`config.mk`:
```
export PLATFORM = sky130hd
export DESIGN_NAME = riscv_instr_bus_arbiter
export DESIGN_NICKNAME = d
export VERILOG_FILES = /design/src/rtl/riscv_instr_bus_arbiter_pkg.sv /design/src/rtl/riscv_arb_id_fifo.sv /design/src/rtl/riscv_instr_bus_arbiter_chk.sv /design/src/rtl/riscv_instr_bus_arbiter.sv
export SDC_FILE = /design/constraint.sdc
export NUM_CORES = 1
export LEC_CHECK = 0
export ABC_AREA = 1
export CORE_MARGIN = 2
export CORE_UTILIZATION = 26
export DETAILED_ROUTE_END_ITERATION = 8
export PLACE_DENSITY = 0.92
export SLEW_MARGIN = 20
export SYNTH_ARGS = -nofsm -noshare
export SYNTH_HDL_FRONTEND = slang
export SYNTH_SLANG_ARGS = --single-unit
```
`constraint.sdc`:
```
create_clock -name clk -period 2.56 [get_ports clk]
set_input_delay 0.512 -clock clk [delete_from_list [all_inputs] [get_ports clk]]
set_output_delay 0.512 -clock clk [all_outputs]
set_load 0.05 [all_outputs]
```
`src/rtl/riscv_instr_bus_arbiter_pkg.sv`:
```
// Shared constants for the instruction-bus arbiter slice.
package riscv_instr_bus_arbiter_pkg;

   // Instruction address width seen by the masters and the memory port.
   localparam int unsigned ARB_ADDR_W = 32;

endpackage

```
`src/rtl/riscv_arb_id_fifo.sv`:
```
// In-order ID FIFO: remembers which master owns each granted, unanswered fetch.
// Pointers wrap modulo DEPTH, so non-power-of-two depths are supported.
module riscv_arb_id_fifo
   import riscv_instr_bus_arbiter_pkg::*;
#(
   parameter int unsigned DEPTH = 2,
   parameter int unsigned WIDTH = 1
)
(
   input  logic             clk,
   input  logic             rst_n,
   input  logic             i_push,
   input  logic [WIDTH-1:0] i_push_id,
   input  logic             i_pop,
   output logic             o_full,
   output logic             o_empty,
   output logic [WIDTH-1:0] o_head
);

   localparam int unsigned PW = (DEPTH > 1) ? $clog2(DEPTH) : 1;
   localparam int unsigned CW = $clog2(DEPTH + 1);

   logic [WIDTH-1:0] r_mem [DEPTH];
   logic [PW-1:0]    r_wr_ptr;
   logic [PW-1:0]    r_rd_ptr;
   logic [CW-1:0]    r_count;

   logic             w_do_push;
   logic             w_do_pop;
   logic [PW-1:0]    w_wr_next;
   logic [PW-1:0]    w_rd_next;

   assign o_full    = (r_count == CW'(DEPTH));
   assign o_empty   = (r_count == {CW{1'b0}});
   assign o_head    = r_mem[r_rd_ptr];

   // Overflow/underflow requests are ignored; the arbiter never issues them.
   assign w_do_push = i_push & ~o_full;
   assign w_do_pop  = i_pop & ~o_empty;

   // Next pointer values with wrap at DEPTH-1.
   always_comb begin
      w_wr_next = {PW{1'b0}};
      w_rd_next = {PW{1'b0}};
      if (r_wr_ptr == PW'(DEPTH - 1)) begin
         w_wr_next = {PW{1'b0}};
      end else begin
         w_wr_next = r_wr_ptr + PW'(1);
      end
      if (r_rd_ptr == PW'(DEPTH - 1)) begin
         w_rd_next = {PW{1'b0}};
      end else begin
         w_rd_next = r_rd_ptr + PW'(1);
      end
   end

   // Storage, pointers and occupancy; push and pop may happen together.
   always_ff @(posedge clk or negedge rst_n) begin
      if (!rst_n) begin
         r_wr_ptr <= {PW{1'b0}};
         r_rd_ptr <= {PW{1'b0}};
         r_count  <= {CW{1'b0}};
         for (int i = 0; i < int'(DEPTH); i++) begin
            r_mem[i] <= {WIDTH{1'b0}};
         end
      end else begin
         if (w_do_push) begin
            r_mem[r_wr_ptr] <= i_push_id;
            r_wr_ptr        <= w_wr_next;
         end
         if (w_do_pop) begin
            r_rd_ptr <= w_rd_next;
         end
         case ({w_do_push, w_do_pop})
            2'b10:   r_count <= r_count + CW'(1);
            2'b01:   r_count <= r_count - CW'(1);
            default: r_count <= r_count;
         endcase
      end
   end

endmodule

```
`src/rtl/riscv_instr_bus_arbiter_chk.sv`:
```
// Protocol checks for the instruction-bus arbiter outputs.
module riscv_instr_bus_arbiter_chk
   import riscv_instr_bus_arbiter_pkg::*;
#(
   parameter int unsigned N_MASTERS = 2
)
(
   input logic                  clk,
   input logic                  rst_n,
   input logic [N_MASTERS-1:0]  m_gnt_o,
   input logic [N_MASTERS-1:0]  m_rvalid_o,
   input logic                  mem_req_o,
   input logic                  mem_gnt_i,
   input logic [ARB_ADDR_W-1:0] mem_addr_o
);

   // At most one master is granted per cycle.
   a_gnt_onehot0: assert property (@(posedge clk) disable iff (!rst_n)
      $onehot0(m_gnt_o));

   // At most one master receives a response per cycle.
   a_rvalid_onehot0: assert property (@(posedge clk) disable iff (!rst_n)
      $onehot0(m_rvalid_o));

   // A stalled request must stay up with an unchanged address.
   a_addr_stable: assert property (@(posedge clk) disable iff (!rst_n)
      (mem_req_o && !mem_gnt_i) |=> (mem_req_o && $stable(mem_addr_o)));

endmodule

```
`src/rtl/riscv_instr_bus_arbiter.sv`:
```
// Round-robin arbiter sharing one instruction-memory req/gnt/rvalid port
// among N_MASTERS fetch requesters. A stalled request locks the selection
// so memory never sees it withdrawn; an in-order ID FIFO routes responses.
module riscv_instr_bus_arbiter
   import riscv_instr_bus_arbiter_pkg::*;
#(
   parameter int unsigned N_MASTERS       = 2,
   parameter int unsigned MAX_OUTSTANDING = 2,
   parameter int unsigned RDATA_WIDTH     = 32
)
(
   input  logic                                  clk,
   input  logic                                  rst_n,
   input  logic [N_MASTERS-1:0]                  m_req_i,
   input  logic [N_MASTERS-1:0][ARB_ADDR_W-1:0]  m_addr_i,
   output logic [N_MASTERS-1:0]                  m_gnt_o,
   output logic [N_MASTERS-1:0]                  m_rvalid_o,
   output logic [RDATA_WIDTH-1:0]                m_rdata_o,
   output logic                                  mem_req_o,
   output logic [ARB_ADDR_W-1:0]                 mem_addr_o,
   input  logic                                  mem_gnt_i,
   input  logic                                  mem_rvalid_i,
   input  logic [RDATA_WIDTH-1:0]                mem_rdata_i,
   output logic                                  busy_o,
   output logic                                  err_o
);

   localparam int unsigned IDW = (N_MASTERS > 1) ? $clog2(N_MASTERS) : 1;

   logic [IDW-1:0] r_rr_ptr;
   logic           r_lock;
   logic [IDW-1:0] r_lock_idx;
   logic           r_err;

   logic           w_sel_valid;
   logic [IDW-1:0] w_sel_idx;
   logic [IDW-1:0] w_rr_next;
   logic           w_mem_req;
   logic           w_grant;
   logic           w_pop;
   logic           w_fifo_full;
   logic           w_fifo_empty;
   logic [IDW-1:0] w_fifo_head;

   // Pick the locked master, else the first requester at or after rr_ptr.
   // Scanning from the farthest candidate down lets the nearest one win.
   always_comb begin
      int unsigned    v_cand;
      logic [IDW-1:0] v_idx;
      v_cand      = 0;
      v_idx       = {IDW{1'b0}};
      w_sel_valid = 1'b0;
      w_sel_idx   = {IDW{1'b0}};
      if (r_lock) begin
         w_sel_valid = 1'b1;
         w_sel_idx   = r_lock_idx;
      end else begin
         for (int k = int'(N_MASTERS) - 1; k >= 0; k--) begin
            v_cand = (int'(r_rr_ptr) + k) % N_MASTERS;
            v_idx  = IDW'(v_cand);
            if (m_req_i[v_idx]) begin
               w_sel_valid = 1'b1;
               w_sel_idx   = v_idx;
            end else begin
               w_sel_valid = w_sel_valid;
            end
         end
      end
   end

   // Full is judged on the registered count only, even if a response
   // arrives in the same cycle.
   assign w_mem_req  = w_sel_valid & ~w_fifo_full;
   assign w_grant    = w_mem_req & mem_gnt_i;
   assign w_pop      = mem_rvalid_i & ~w_fifo_empty;
   assign w_rr_next  = (w_sel_idx == IDW'(N_MASTERS - 1)) ? {IDW{1'b0}}
                                                            : w_sel_idx + IDW'(1);

   assign mem_req_o  = w_mem_req;
   assign mem_addr_o = m_addr_i[w_sel_idx];
   assign m_rdata_o  = mem_rdata_i;
   assign busy_o     = (|m_req_i) | ~w_fifo_empty;
   assign err_o      = r_err;

   // Decode grant and response routing into per-master one-hot strobes.
   always_comb begin
      m_gnt_o    = {N_MASTERS{1'b0}};
      m_rvalid_o = {N_MASTERS{1'b0}};
      for (int i = 0; i < int'(N_MASTERS); i++) begin
         if (w_grant && (w_sel_idx == IDW'(i))) begin
            m_gnt_o[i] = 1'b1;
         end else begin
            m_gnt_o[i] = 1'b0;
         end
         if (w_pop && (w_fifo_head == IDW'(i))) begin
            m_rvalid_o[i] = 1'b1;
         end else begin
            m_rvalid_o[i] = 1'b0;
         end
      end
   end

   // Lock a stalled request until granted; advance rr past each winner.
   always_ff @(posedge clk or negedge rst_n) begin
      if (!rst_n) begin
         r_lock     <= 1'b0;
         r_lock_idx <= {IDW{1'b0}};
         r_rr_ptr   <= {IDW{1'b0}};
      end else if (w_grant) begin
         r_lock     <= 1'b0;
         r_rr_ptr   <= w_rr_next;
      end else if (w_mem_req) begin
         r_lock     <= 1'b1;
         r_lock_idx <= w_sel_idx;
      end else begin
         r_lock     <= r_lock;
      end
   end

   // Sticky error: a response arrived with nothing outstanding.
   always_ff @(posedge clk or negedge rst_n) begin
      if (!rst_n) begin
         r_err <= 1'b0;
      end else if (mem_rvalid_i && w_fifo_empty) begin
         r_err <= 1'b1;
      end else begin
         r_err <= r_err;
      end
   end

   riscv_arb_id_fifo #(
      .DEPTH (MAX_OUTSTANDING),
      .WIDTH (IDW)
   ) u_id_fifo (
      .clk       (clk),
      .rst_n     (rst_n),
      .i_push    (w_grant),
      .i_push_id (w_sel_idx),
      .i_pop     (w_pop),
      .o_full    (w_fifo_full),
      .o_empty   (w_fifo_empty),
      .o_head    (w_fifo_head)
   );

   riscv_instr_bus_arbiter_chk #(
      .N_MASTERS (N_MASTERS)
   ) u_chk (
      .clk        (clk),
      .rst_n      (rst_n),
      .m_gnt_o    (m_gnt_o),
      .m_rvalid_o (m_rvalid_o),
      .mem_req_o  (mem_req_o),
      .mem_gnt_i  (mem_gnt_i),
      .mem_addr_o (mem_addr_o)
   );

endmodule
```
======== Yosys cells after proc, flatten, opt, wreduce, memory -nomap -nowiden ========
Index checks and enable logic that the tools add are counted.
cells by class
  $lt $le $gt $ge ......................... 6
  equality and inequality tests ........... 3
  muxes and demuxes ....................... 28
  bitwise gates (word level) .............. 13
  reductions and logical operators ........ 11
  $add $sub $neg .......................... 6
operators by type and width
  cell                                                                   number
  32-bit two-way mux                                                     2
  1-bit two-way mux                                                      23
  1-bit logical AND                                                      6
  1-bit by 2-bit < comparator with 1-bit output, second input constant   3
  1-bit AND                                                              5
  1-bit inverter                                                         5
  1-bit adder, second input constant                                     4
  2-bit equality test, second input constant                             2
  2-bit >= comparator, second input constant                             2
  1-bit inverter with 2-bit output                                       2
  2-bit one-hot mux with 2 select lines                                  1
  2-bit nonzero test                                                     2
  2-bit by 1-bit adder with 2-bit output, second input constant          1
  2-bit bitwise mux                                                      1
  2-bit by 1-bit equality test with 1-bit output, second input constant  1
  2-bit zero test                                                        1
  2-bit by 1-bit < comparator with 1-bit output, second input constant   1
  2-bit AND reduction                                                    1
  2-bit OR reduction                                                     1
  2-bit by 1-bit subtractor with 2-bit output, second input constant     1
  1-bit demux with 1-bit select                                          1
  1-bit OR                                                               1
storage, ports and cells
  register bits after elaboration ......... 10
  bits of input ports ..................... 102
  output and inout port bits .............. 71

======== Logic depth before layout (Yosys ltp) ========
  depth in word-level cells ............... 11
  mapped depth ............................ 8
  depth with buffers taken out ............ 7

======== Hierarchy ========
Synthesis repeated with hierarchy kept, for this count alone.
second synthesis, totals
  cells, all modules ...................... 213
  area total of the unflattened synthesis .. 1277.5 sq um
by module, submodules not included
  module                   instances  seq. area each (sq um)  area an instance (sq um)  cells an instance
  riscv_instr_bus_arbiter  1          100.1                   952.2                     170
  riscv_arb_id_fifo        1          150.1                   325.3                     43

======== Worst setup path after synthesis ========
No wires, ideal clock.
  kind .................................... input -> output
  from .................................... in m_req_i[0]
  to ...................................... out m_gnt_o[0]
  stages on the path ...................... 6
  slack ................................... 0.397 ns
  required time ........................... 2.048 ns
  arrival time ............................ 1.651 ns
  cells stage by stage .................... inv_1 -> o21ai_1 -> nand2_2 -> buf_6 -> buf_6 -> nor2_1
between the ends
  longest elaborated chain between the ends .. 9
  elaborated cells between the ends (all ways) .. 15
  those cells by class .................... mux: 11; bitwise: 3; reduce/logical: 1
ends and longest elaborated chain
  element                                               line                           text
  from (decl)                                           riscv_instr_bus_arbiter.sv:14  input logic [N_MASTERS-1:0] m_req_i,
  1-bit two-way mux (not written as such) (2 in a row)  riscv_instr_bus_arbiter.sv:61  if (m_req_i[v_idx]) begin
  1-bit two-way mux (2 in a row)                        riscv_instr_bus_arbiter.sv:61
  1-bit two-way mux                                     riscv_instr_bus_arbiter.sv:54  if (r_lock) begin
  1-bit AND                                             riscv_instr_bus_arbiter.sv:73  assign w_mem_req = w_sel_valid & ~w_fifo_full;
  1-bit AND                                             riscv_instr_bus_arbiter.sv:74  assign w_grant = w_mem_req & mem_gnt_i;
  1-bit logical AND *                                   riscv_instr_bus_arbiter.sv:90  if (w_grant && (w_sel_idx == IDW'(i))) begin
  1-bit two-way mux *                                   riscv_instr_bus_arbiter.sv:90
  to (decl)                                             riscv_instr_bus_arbiter.sv:16  output logic [N_MASTERS-1:0] m_gnt_o,
Every way passes the cells marked *; elsewhere a longest branch is shown, timed or not. The select of a mux whose other input is x is not followed.

======== Worst setup path in the final report ========
  from .................................... in m_req_i[1]
  to ...................................... out mem_addr_o[8]
between the ends
  longest elaborated chain between the ends .. 7
  elaborated cells between the ends (all ways) .. 9
  those cells by class .................... mux: 9
ends and longest elaborated chain
  element                                                  line                           text
  1-bit two-way mux (not written as such) (2 in a row)     riscv_instr_bus_arbiter.sv:61
  1-bit two-way mux                                        riscv_instr_bus_arbiter.sv:61
  1-bit two-way mux *                                      riscv_instr_bus_arbiter.sv:61
  1-bit two-way mux *                                      riscv_instr_bus_arbiter.sv:54
  32-bit two-way mux (not written as such) * (2 in a row)  riscv_instr_bus_arbiter.sv:80  assign mem_addr_o = m_addr_i[w_sel_idx];
  to (decl)                                                riscv_instr_bus_arbiter.sv:20  output logic [ARB_ADDR_W-1:0] mem_addr_o,
Marked as above.

==> impl_metrics.yaml <==
outcome:
  outcome: "completed"
die:
  initial_core_util: 0.272
  die_w_um: 71.4
  rows: 24
  die_h_um: 71.4
  coreArea_um2: 4350
  io_pins: 173
  dieArea_um2: 5100
synthesis:
  synth_warnings: 0
  avgSynthCellArea_um2: 5.94
  seq_area_frac_synth: 0.212
  synth_seq_cells: 10
  synthesis.area_um2: 1180
  yosysUniqueCellTypes: 18
  netlist_instances: 199
  syn-num-nets: 302
route:
  num_vias: 1458
  drc_errors: 0
  antenna_left: 0
  wl_per_cell_um: 14.9
  drt_iter0_drc: 31
  via_per_inst: 4.42
  first_pass_iters: 4
  wirelength_um: 4920
critical_path:
  r2r_cells: 6
  crit_fanout: 20
  cp.required_ns: 2.05
  critical-path-top-delay-family: "buffers and inverters"
  rr_startpoint: "u_id_fifo.r_count[0]"
  path_cells: "clkdlybuf4s50_1 > inv_1 > nor2_1 > o21ai_1 > nand2_2 > buf_4 > nand2_1 > nand2_1 > buf_12"
  cp.depth: 9
  r2r-end: "u_id_fifo.r_count[1]"
  end_kind: "output pin"
  cp-start-kind: "input port"
  r2r_setup_slack_ns: 0.89
  worstSetupStartpoint: "m_req_i[1]"
  cp-endpoint: "mem_addr_o[8]"
  cp_slowest_cell: "clkdlybuf4s50_1"
  cpPeakStageDelay_ns: 0.47
  crit_arrival_ns: 1.91
  path_common_cell: "nand2_1"
  path_buf_inv: 4
  crit_type: "in -> out"
power_and_ir_drop:
  power_density_nw_per_um2: 1340
  finalPower_w: 0.00336
  vdd_drop_max_v: 0.000744
  p_leak_nw: 1.24
sta:
  fin_crit_sh: 0.945
  setup_ws_ns: 0.140
  fmax_ghz: 0.413
  fin_crit_ns: 2.42
  finalSetupTns_ns: 0
  final-setup-viol-count: 0
  hold_violations: 0
  rsz0062_at_grt: "false"
  slew_headroom: 0.674
  tightest_slew_ns: 0.487
  final.setup_skew_ns: 0.00127
  finalMaxSlewViolations: 0
worst_hold_path:
  min_path_type: "reg -> reg"
  whs_path_depth: 1
placement:
  portBuffers: 108
  hpwlAfterDp_um: 4230
  dp_slack_ns: 0.161
  gp_congestion: 0.904
  dpl.cell_count: 326
  post_dp_cell_area_um2: 2450
global_route:
  grt_max_degree: 21
  grt_pass1_vias: 1429
  grt_pass1_wl_um: 7220
  grt_antenna_before_repair: 0
  grt_usage: 0.182
  globalRouteOverflowTotal: 0
cts:
  tritoncts: "done"
  clkTransAtPathRegs_ns: 0.05
  clk-insertion-delay-late_ns: 0.24
  cts_resized: 0
  post_cts_buffers: 0
  clkSinkCount: 10
  cts_inserted_buffers: 3
  htree_levels: 1
  cts-root-buf: "clkbuf_8"
  cts_hold_buf: 0
  clock_path_buffers: 2
layout:
  syn_to_final_growth_pct: 112
  nNetsFinal: 382
  antennaDiodeCount: 0
  drive_gt1_frac: 0.191
  finalNonFillerCells: 330
  fillCellCount: 376
  fin_area_um2: 2500
flow_run:
  drv_cap: 0
==> where the power goes <==
group | internal (W) | switching, W | total [W] | leakage [nW]
combinational | 0.00126 | 0.00161 | 0.00287 | 1.09
clock | 0.000135 | 0.0000656 | 0.000201 | 0.0288
sequential | 0.000231 | 0.0000596 | 0.000291 | 0.118
==> cell usage after synthesis <==
master	n	area, um2
nand2_2	2	12.5
nand3_1	1	5.00
a21o_1	1	7.51
buf_6	4	45.0
nand4_1	2	12.5
xnor2_1	2	17.5
ha_1	1	12.5
dfrtp_1	10	250
o21ai_0	3	15.0
a21oi_1	2	10.0
buf_4	35	263
xor2_1	1	8.76
nor2_1	8	30.0
o21ai_1	2	10.0
inv_1	7	26.3
nand2_1	115	432
inv_2	2	7.51
nand3_4	1	17.5
==> cell families (layout without fill, tap and decap cells) <==
family,after synthesis,after routing,synth area share
AOI/OAI and AO/OA,8,8,0.0360
xor gates and xnor gates,3,3,0.0222
adders and majority gates,1,1,0.0106
buffers and inverters,48,127,0.289
DFF,10,10,0.212
and+or+nand+nor,129,129,0.431
==> routing by layer <==
layer,vias up,track usage,part of all wire
li1,725,-,-
met5,-,0,0
met3,4,0.0914,0.14
met4,0,0.0252,0.0051
met1,633,0.192,0.35
met2,96,0.331,0.50
==> metrics by stage <==
step | util | hold slack (ns)
6_report | 0.574 | 0.453
5_1_grt | 0.574 | 0.491
4_1_cts | 0.574 | 0.459
3_5_place_dp | 0.562 | 0.448
3_3_place_gp | 0.562 | 0.440
2_1_floorplan | - | 0.216
==> worst min-delay path by stage <==
stage | from | end | slack (ns)
floorplan | rst_n | err_o | 0.22
global placement | err_o | err_o | 0.44
detailed placement | err_o | err_o | 0.45
CTS | err_o | err_o | 0.46
global route | err_o | err_o | 0.49
finish | err_o | err_o | 0.45
==> cell type report <==
class,count,area (um2),share of cell area
well taps,52,65.1,0.0260
repair buffers,114,1510,0.602
inverters,9,33.8,0.0135
clock buffers,4,55.1,0.0220
multi-input cells,141,591,0.236
flip-flops and latches,10,250,0.100
==> layout by cell type (no fill, tap or decap), types with 2 or more instances in the layout <==
| cell type | instances |
|---|---|
| nand2_1 | 115 |
| clkdlybuf4s50_1 | 70 |
| buf_12 | 38 |
| dfrtp_1 | 10 |
| nor2_1 | 8 |
| inv_1 | 7 |
| buf_4 | 6 |
| clkbuf_8 | 4 |
| o21ai_0 | 3 |
| o21ai_1 | 2 |
| nand2_2 | 2 |
| inv_2 | 2 |
| a21oi_1 | 2 |
| nand4_1 | 2 |
| xnor2_1 | 2 |
==> worst register-to-register path, stage by stage (launching register included) <==
cell	delay (ns)
dfrtp_1	0.44
o21ai_1	0.35
inv_1	0.09
ha_1	0.31
a21oi_1	0.12
o21ai_0	0.12
xnor2_1	0.14
==> flip-flops by register name, indices dropped and copies added, names as in the netlist <==
| register | cells |
|---|---|
| u_id_fifo.r_rd_ptr | 1 |
| r_lock | 1 |
| r_rr_ptr | 1 |
| r_lock_idx | 1 |
| u_id_fifo.r_count | 2 |
| err_o | 1 |
| u_id_fifo.r_mem | 2 |
| u_id_fifo.r_wr_ptr | 1 |
No activity file was read; power rests on OpenSTA's default activity.
